File: config.mk
export PLATFORM = sky130hd
export DESIGN_NAME = pipe_stage_reg
export DESIGN_NICKNAME = d
export VERILOG_FILES = /design/src/rtl/pipe_stage_reg.sv
export SDC_FILE = /design/constraint.sdc
export NUM_CORES = 1
export LEC_CHECK = 0
export ABC_AREA = 1
export CAP_MARGIN = 5
export CORE_ASPECT_RATIO = 0.5
export CORE_UTILIZATION = 45
export CTS_BUF_LIST = sky130_fd_sc_hd__clkbuf_4 sky130_fd_sc_hd__clkbuf_8 sky130_fd_sc_hd__clkbuf_16
export CTS_CLUSTER_DIAMETER = 50
export CTS_CLUSTER_SIZE = 8
export DETAILED_ROUTE_END_ITERATION = 10
export PLACE_DENSITY = 0.72
export SKIP_CTS_REPAIR_TIMING = 1
export SYNTH_ARGS = -nofsm -noshare
export SYNTH_HDL_FRONTEND = slang
export SYNTH_SLANG_ARGS = --single-unit
File: constraint.sdc
create_clock -name clk -period 1.8 [get_ports clk]
set_input_delay 0.36 -clock clk [delete_from_list [all_inputs] [get_ports clk]]
set_output_delay 0.36 -clock clk [all_outputs]
set_load 0.01 [all_outputs]
File: src/rtl/pipe_stage_reg.sv
// Two-entry pipeline register (MAIN + SKID) with flush, stall and saturating bubble counter.
// Latency 1 cycle; in_ready depends on registered state only, so a full stage absorbs one extra beat.
module pipe_stage_reg #(
  parameter int DATA_W     = 32,
  parameter int CTRL_W     = 12,
  parameter int CLEAR_DATA = 1,
  parameter int CNT_W      = 16
) (
  input  logic              clk,
  input  logic              reset,
  input  logic              in_valid,
  output logic              in_ready,
  input  logic [DATA_W-1:0] in_data,
  input  logic [CTRL_W-1:0] in_ctrl,
  input  logic              flush,
  input  logic              stall,
  output logic              out_valid,
  input  logic              out_ready,
  output logic [DATA_W-1:0] out_data,
  output logic [CTRL_W-1:0] out_ctrl,
  output logic [1:0]        occupancy,
  output logic [CNT_W-1:0]  bubble_cnt
);

  typedef enum logic [1:0] {
    S_EMPTY = 2'd0,
    S_ONE   = 2'd1,
    S_FULL  = 2'd2
  } state_t;

  state_t            r_state;
  logic [DATA_W-1:0] r_main_data;
  logic [CTRL_W-1:0] r_main_ctrl;
  logic [DATA_W-1:0] r_skid_data;
  logic [CTRL_W-1:0] r_skid_ctrl;
  logic [CNT_W-1:0]  r_bubble_cnt;

  logic w_in_fire;
  logic w_out_fire;

  assign in_ready   = (r_state != S_FULL);
  assign out_valid  = (r_state != S_EMPTY);
  assign w_in_fire  = in_valid & in_ready & ~flush;
  assign w_out_fire = out_valid & out_ready & ~stall & ~flush;

  assign out_data   = r_main_data;
  // Bubbles must never carry RegWrite/MemWrite/Jump/Branch.
  assign out_ctrl   = out_valid ? r_main_ctrl : '0;
  assign occupancy  = r_state;
  assign bubble_cnt = r_bubble_cnt;

  always_ff @(posedge clk or negedge reset) begin
    if (!reset) begin
      r_state      <= S_EMPTY;
      r_main_data  <= '0;
      r_main_ctrl  <= '0;
      r_skid_data  <= '0;
      r_skid_ctrl  <= '0;
      r_bubble_cnt <= '0;
    end else begin
      if (!out_valid && (r_bubble_cnt != {CNT_W{1'b1}})) begin
        r_bubble_cnt <= r_bubble_cnt + 1'b1;
      end

      if (flush) begin
        r_state     <= S_EMPTY;
        r_main_ctrl <= '0;
        r_skid_ctrl <= '0;
        if (CLEAR_DATA != 0) begin
          r_main_data <= '0;
          r_skid_data <= '0;
        end
      end else begin
        case (r_state)
          S_EMPTY: begin
            if (w_in_fire) begin
              r_main_data <= in_data;
              r_main_ctrl <= in_ctrl;
              r_state     <= S_ONE;
            end
          end
          S_ONE: begin
            if (w_in_fire && w_out_fire) begin
              r_main_data <= in_data;
              r_main_ctrl <= in_ctrl;
            end else if (w_in_fire) begin
              r_skid_data <= in_data;
              r_skid_ctrl <= in_ctrl;
              r_state     <= S_FULL;
            end else if (w_out_fire) begin
              r_state     <= S_EMPTY;
            end
          end
          S_FULL: begin
            if (w_out_fire) begin
              r_main_data <= r_skid_data;
              r_main_ctrl <= r_skid_ctrl;
              r_state     <= S_ONE;
            end
          end
          default: r_state <= S_EMPTY;
        endcase
      end
    end
  end

endmodule

# Yosys cells after proc, flatten, opt, wreduce, memory -nomap -nowiden
# Cells that the tools add are included.
# word_totals
output_inout_bits	64
input_bits	50
reg_bits	106
wordCells	59
# classes
addsub	1
muxes	24
eq_ne	10
n_bitwise	7
reduce_logical	11
# ops
cell	count
$mux 32	7
$mux 12	8
$pmux 32 s3	1
$pmux 12 s3	1
$add 16x1->16 const B	1
$ne 16x16->1 const B	1
$mux 2	6
$ne 3x3->1 const B	4
$reduce_and 4->1	2
$pmux 2 s3	1
$reduce_bool 2->1	3
$and 1x1->1	5
$ne 2x2->1 const B	2
$ne 4x4->1 const B	1
$reduce_bool 4->1	1
$reduce_and 3->1	1
$eq 2x1->1 const B	1
$eq 2x2->1 const B	1
$logic_and 1x1->1	2
$logic_not 2->1	1
$not 1->1	2
$logic_not 1->1	1

# Logic depth before layout (Yosys ltp)
# Gate-level depths: netlist (run 1).
# depth
depth_word	9
depth_mapped	10
depth_no_buf	9

# Worst setup path after synthesis (run 1)
# No wires, ideal clock.
# synth_path
kind	reg-to-reg
start	register r_bubble_cnt[0], in the netlist bubble_cnt[0]
end	register r_bubble_cnt[0], in the netlist bubble_cnt[0]
path_slack_ps	152
required_time_ps	1735
path_stages_with_launch	10
t_arrival_ps	1583
cell_sequence	dfrtp_1 > ha_1 > nand3_1 > inv_1 > nand2_1 > nor2_1 > a21oi_1 > buf_2 > nand2_1 > nand2_1
# synth_via
elab_chain_len	2
# synth_rtl
item	line_no	text
start, declared	36	logic [CNT_W-1:0] r_bubble_cnt;
start signal, assigned	62	r_bubble_cnt <= r_bubble_cnt + 1'b1;
branches (longest 2 deep; another with $add 16x1->16)	--	
# Parallel ways; which one is timed is not known.
# A chain may end at the register's enable or synchronous reset.

# Worst setup path in the final report (run 1)
# layout_path
start	register r_state[0], in the netlist occupancy[0]
end	output port out_ctrl[3]
# layout_via
elab_chain_len	2
# layout_rtl
item	line_no	text
start, declared	31	state_t r_state;
start signal, assigned	54	r_state <= S_EMPTY;
start signal, assigned	66	r_state <= S_EMPTY;
start signal, assigned	79	r_state <= S_ONE;
$reduce_bool 2->1	42	assign out_valid = (r_state != S_EMPTY);
$mux 12	48	assign out_ctrl = out_valid ? r_main_ctrl : '0;
end, declared	20	output logic [CTRL_W-1:0] out_ctrl,
# No other way between the ends.

==> metrics.txt, run 1 <==
status finished, violations left; failing checks negative setup slack; Power Total 7.37 mW; P&R area growth vs syn 40.3%; fin crit period 1880 ps; Slew Limit Fails 0; top post-synthesis cells by count 210 x nand2_1, 106 x dfrtp_1, 81 x o21ai_0; Synth cell types 26; average size of a mapped cell 7.80 um2; Worst setup EP type output pin; Yosys reg bits 106; Yosys top cell by area dfrtp_1; Crit path max-delay family buffers and inverters; CP max-delay cell dfrtp_1; Worst-Margin Slew 409 ps; initial antenna violation count 0; share of flip-flops with an asynchronous set or reset 100%; Reg clk slew, reported paths 70 ps; EDFF count, synth 0; critical path cell sequence inv_4 > nand2_8 > inv_4 > buf_4 > buf_4 > nor2_1 > dlymetal6s2s_1; drt drc 0; Setup CP Type reg -> out; Fin. Hold Viols 0; static leakage 3.57 nW; Hold WS 471 ps; Total GRT Usage 23.6%; maximum root-to-sink buffer count 2; Routed WL per cell 15.1 um; Die Y-Extent 78.5 um; Worst Path Required 1440 ps; P per Cell Area 999 mW/mm2; vias in the first global route 4,688; Critical Path AT 1520 ps; Post-Syn Instances 675; Max Cap Violations 0; final worst slack -77.3 ps; most common cell in the netlist nand2_1; largest stage delay on the critical path 390 ps; Die Wd 155 um; synthesized area 0.00526 mm2; Period Utilization, post-route 104%; CTS root buffer clkbuf_16; clock latency on the worst-skew pair 350 ps; Rel. slew slack 72.7%; antenna viol nets, final 0; Via density 5.05; RSZ-0062 raised after global routing true; Syn Nets 726; synth warn 0; register area share after synthesis 50.4%; worst path bufs/invs 5; Post-synth top flop dfrtp_1; std cell rows 27; layout cells sized above 1 12.2%; CTS tree yes; DR vias 4,976; CTS Sinks 106; residual overflow from global routing 0; Initial Util 47.1%; core footprint 0.0112 mm2; die area 0.0122 mm2; Layout Skew 7.42 ps; Peak VDD IR 0.521 mV; Total Wirelength 14,900 um; top cell type's share of synthesized area 50.4%; antenna diode instance count 0; 1st-iter DRT viols 313; highest clock rate 0.533 GHz; Final HPWL DP 9010 um; top cells by area, synth dfrtp_1 50%, nand2_1 15%, o21ai_0 7.7%, inv_1 5.0%, nand3_1 4.9%; Startpoint Class flip-flop; Min-Delay Path Class reg -> reg; I/O Pins 114; Post-layout nets 873; Num CTS Buffers 9; CP max FO 6; drt pass-1 iters 5; Setup Viol. Count Final 6; H-tree Lvls 3; largest net degree at the start of global routing 64; first-pass GRT wire length 22,700 um; gpl congestion 0.879; port bufs 113; Setup WS pre-CTS -582 ps; Core Util, Final 66.0%
-- cell families (layout without fill, tap and decap cells) --
kind of cell               Yosys count  count (layout)  share of synthesized area, %
buffers and inverters              112             261                          9.32
xor gates and xnor gates            11              11                          1.83
DFF                                106             106                          50.4
AOI/OAI and AO/OA                  140             140                          13.6
adders and majority gates            1               1                         0.238
and+or+nand+nor                    305             308                          24.6
-- registers in the layout (all words and copies together), names as in the netlist --
| signal | flops |
|---|---|
| r_main_ctrl | 12 |
| r_skid_data | 32 |
| r_skid_ctrl | 12 |
| bubble_cnt | 16 |
| out_data | 32 |
| occupancy | 2 |
-- cell type report --
cell class                      count  area [um2]
Multi-Input combinational cell    460        2180
Timing Repair inverter              1        6.26
Inverter                           75         294
Tap cell                          159         199
Fill cell                         938        3800
Sequential cell                   106        2650
Clock buffer                       10         233
Timing Repair Buffer              169        1780
Clock inverter                      6        40.0
-- power breakdown --
| part | leakage [nW] | switching, mW | internal (mW) |
|---|---|---|---|
| combinational | 2.02 | 1.34 | 1.23 |
| sequential | 1.42 | 0.192 | 2.74 |
| clock | 0.136 | 0.912 | 0.958 |
-- stage by stage --
step / area, um2 / setup TNS [ps] / std cells
floorplan: 5260 / 0 / 675
global placement: 6800 / -40250 / 950
detailed placement: 6800 / -44170 / 950
CTS: 7070 / -16660 / 966
global route: 7380 / -835 / 986
finish: 7380 / -367 / 986
-- path summary, 6_finish.rpt --
path | from | endpoint | slack (ps) | depth (start not counted)
min | r_main_ctrl[5]$_DFFE_PN0P_ | r_main_ctrl[5]$_DFFE_PN0P_ | 470 | 2
min in group asynchronous | reset | r_skid_ctrl[4]$_DFFE_PN0P_ | 540 | 3
min reg2reg | r_main_ctrl[5]$_DFFE_PN0P_ | r_main_ctrl[5]$_DFFE_PN0P_ | 470 | 2
max reg2reg | occupancy[1]$_DFFE_PN0P_ | r_skid_data[17]$_DFFE_PN0P_ | 40 | 9
max | occupancy[0]$_DFFE_PN0P_ | out_ctrl[3] | -80 | 7
max in group asynchronous | reset | occupancy[1]$_DFFE_PN0P_ | 890 | 3
-- metal layers --
layer	wire length (um)	GRT usage (%)	vias up
met2	6960	39.6	181
li1	-	-	2426
met4	227	6.34	0
met1	6820	31.8	2347
met3	909	3.98	22
met5	0	0	-
-- cells in the final DEF, fill, tap and decap left out, types with 3 or more instances in the layout --
cell type,count
a21oi_1,45
buf_12,14
buf_2,3
buf_4,39
clkbuf_16,11
clkdlybuf4s50_1,98
clkinv_2,3
dfrtp_1,105
dlymetal6s2s_1,11
inv_1,69
inv_4,3
nand2_1,209
nand2_2,3
nand2_4,3
nand3_1,52
nor2_1,31
nor2_4,5
o21ai_0,80
o21ai_1,12
xnor2_1,5
xor2_1,6
-- worst register-to-register path, cell delays in order, from the launching register on --
cell	delay (ps)
dfrtp_2	430
buf_4	150
nand2_2	90
nand3_4	110
nor2_8	210
buf_4	160
a21oi_4	40
buf_12	140
buf_6	140
o21ai_0	200
Note: power is estimated with default switching activity, not from simulation.
==> inputs of run 2 (changes only) <==
--- a/config.mk
+++ b/config.mk
@@ -6,7 +6,6 @@
 export NUM_CORES = 1
 export LEC_CHECK = 0
 export ABC_AREA = 1
-export CAP_MARGIN = 5
 export CORE_ASPECT_RATIO = 0.5
 export CORE_UTILIZATION = 45
 export CTS_BUF_LIST = sky130_fd_sc_hd__clkbuf_4 sky130_fd_sc_hd__clkbuf_8 sky130_fd_sc_hd__clkbuf_16
==> results of run 2 <==
Same layout as run 1: the final DEF is identical, and so are final timing and power.
==> inputs of run 3 (changes only) <==
--- a/config.mk
+++ b/config.mk
@@ -12,7 +12,7 @@
 export CTS_CLUSTER_DIAMETER = 50
 export CTS_CLUSTER_SIZE = 8
 export DETAILED_ROUTE_END_ITERATION = 10
-export PLACE_DENSITY = 0.72
+export PLACE_DENSITY = 0.69
 export SKIP_CTS_REPAIR_TIMING = 1
 export SYNTH_ARGS = -nofsm -noshare
 export SYNTH_HDL_FRONTEND = slang
==> metrics.txt, run 3 (synthesis gave the netlist of run 1 again) <==
CP max FO 11; NetSw 2.31 mW; Worst setup EP type flip-flop; CTS tree yes; Post-layout nets 853; status finished, violations left; initial antenna violation count 0; Initial Util 47.1%; P per Cell Area 993 mW/mm2; die area 0.0122 mm2; std cell rows 27; layout cells sized above 1 9.31%; Fin. Hold Viols 0; vias in the first global route 4,416; Die Wd 155 um; Worst Path Required 2000 ps; combinational share of power 32.5%; P&R area growth vs syn 36.7%; Worst-Margin Slew 737 ps; CTS Sinks 106; Startpoint Class flip-flop; Core Util, Final 64.3%; Internal 4.83 mW; Rel. slew slack 50.9%; Seq pwr share 41.6%; Slew Limit Fails 0; final non-filler cell area 0.00719 mm2; drt pass-1 iters 7; 1st-iter DRT viols 303; FF-to-FF End r_skid_data[20]$_DFFE_PN0P_; Total GRT Usage 22.5%; DR vias 4,882; drt drc 0; Reg clk slew, reported paths 70 ps; Routed WL per cell 14.7 um; Setup Viol. Count Final 20; reg-to-reg slack, setup -60 ps; antenna diode instance count 0; Setup WS pre-CTS -571 ps; static leakage 3.48 nW; RSZ-0062 raised after global routing true; largest net degree at the start of global routing 49; final worst slack -57.6 ps; core footprint 0.0112 mm2; Peak VDD IR 0.498 mV; commonest non-fill, non-tap cell in the layout nand2_1; maximum root-to-sink buffer count 2; critical path cell sequence buf_4 > nor2_2 > nand2_2 > a21oi_2 > o21ai_0; final setup TNS -283 ps; antenna viol nets, final 0; residual overflow from global routing 0; clock latency on the worst-skew pair 350 ps; Die Y-Extent 78.5 um; failing checks negative setup slack; hold path depth 2; Hold Path End r_main_ctrl[6]$_DFFE_PN0P_; worst r2r src occupancy[1]$_DFFE_PN0P_; CTS root buffer clkbuf_16; most frequent cells in the layout 209 x nand2_1, 106 x dfrtp_1, 98 x clkdlybuf4s50_1; worst r2r path cells 5; H-tree Lvls 3; first-pass GRT wire length 21,700 um; Clk pwr share 25.9%; crit path launch occupancy[1]$_DFFE_PN0P_; Setup CP Type reg -> reg; I/O Pins 114; Num CTS Buffers 9; DP Cell Count 934; final cell count without fillers 965; Total Wirelength 14,200 um; dpl cell area 0.00666 mm2; port bufs 113; Hold Path Origin r_main_ctrl[6]$_DFFE_PN0P_; switching share of power 32.4%; fin crit period 1860 ps; Max Cap Violations 0; Final HPWL DP 8640 um; Period Utilization, post-route 103%; Layout Skew 8.89 ps; highest clock rate 0.538 GHz; gpl congestion 0.871; Critical Path AT 2060 ps; largest stage delay on the critical path 640 ps; Min-Delay Path Class reg -> reg; Via density 5.06; CP max-delay cell a21oi_2
-- run 3: worst max path at each step --
stage	endpoint	slack (ps)
2_1_floorplan	bubble_cnt[0]$_DFFE_PN0P_	150
3_3_place_gp	r_skid_data[25]$_DFFE_PN0P_	-510
3_5_place_dp	r_skid_data[24]$_DFFE_PN0P_	-570
4_1_cts	out_ctrl[11]	-370
5_1_grt	r_skid_data[20]$_DFFE_PN0P_	-140
6_report	r_skid_data[20]$_DFFE_PN0P_	-60
-- run 3: metrics by stage --
step           hold WS [ps]  power, mW
3_5_place_dp            339       5.23
5_1_grt                 500       7.56
6_report                472       7.14
4_1_cts               -31.9       7.08
3_3_place_gp            335       5.19
2_1_floorplan          64.4       4.11
-- run 3: worst max-delay path, delay by kind of cell (launching register included) --
family,cells,cell delay (ps)
buffers and inverters,1,150
AND/OR/NAND/NOR,2,350
AO/OA/AOI/OAI,2,800
flip-flops,1,410
-- run 3: final cells by class --
type	instances	area, um2
clock inverter	2	15.0
sequential	106	2650
clock buffer	13	255
timing repair buffer	148	1600
fill	963	3990
tap	159	199
multi-input combinational	462	2180
inverter	75	292
-- run 3: routing by layer --
metal | track usage (%) | up-vias | share of wire (%)
met2 | 36.8 | 148 | 46
li1 | - | 2393 | -
met1 | 30.8 | 2329 | 48
met5 | 0 | - | 0
met4 | 5.15 | 0 | 0.93
met3 | 4.64 | 12 | 4.9
-- run 3: power groups by stage --
| stage | registers (mW) | logic, mW | clock network, mW |
|---|---|---|---|
| finish | 2.97 | 2.32 | 1.85 |
| global route | 3.01 | 2.56 | 1.98 |
| CTS | 2.97 | 2.23 | 1.88 |
| detailed placement | 3.01 | 2.22 | 0 |
| global placement | 3.01 | 2.19 | 0 |
| floorplan | 3.09 | 1.01 | 0 |
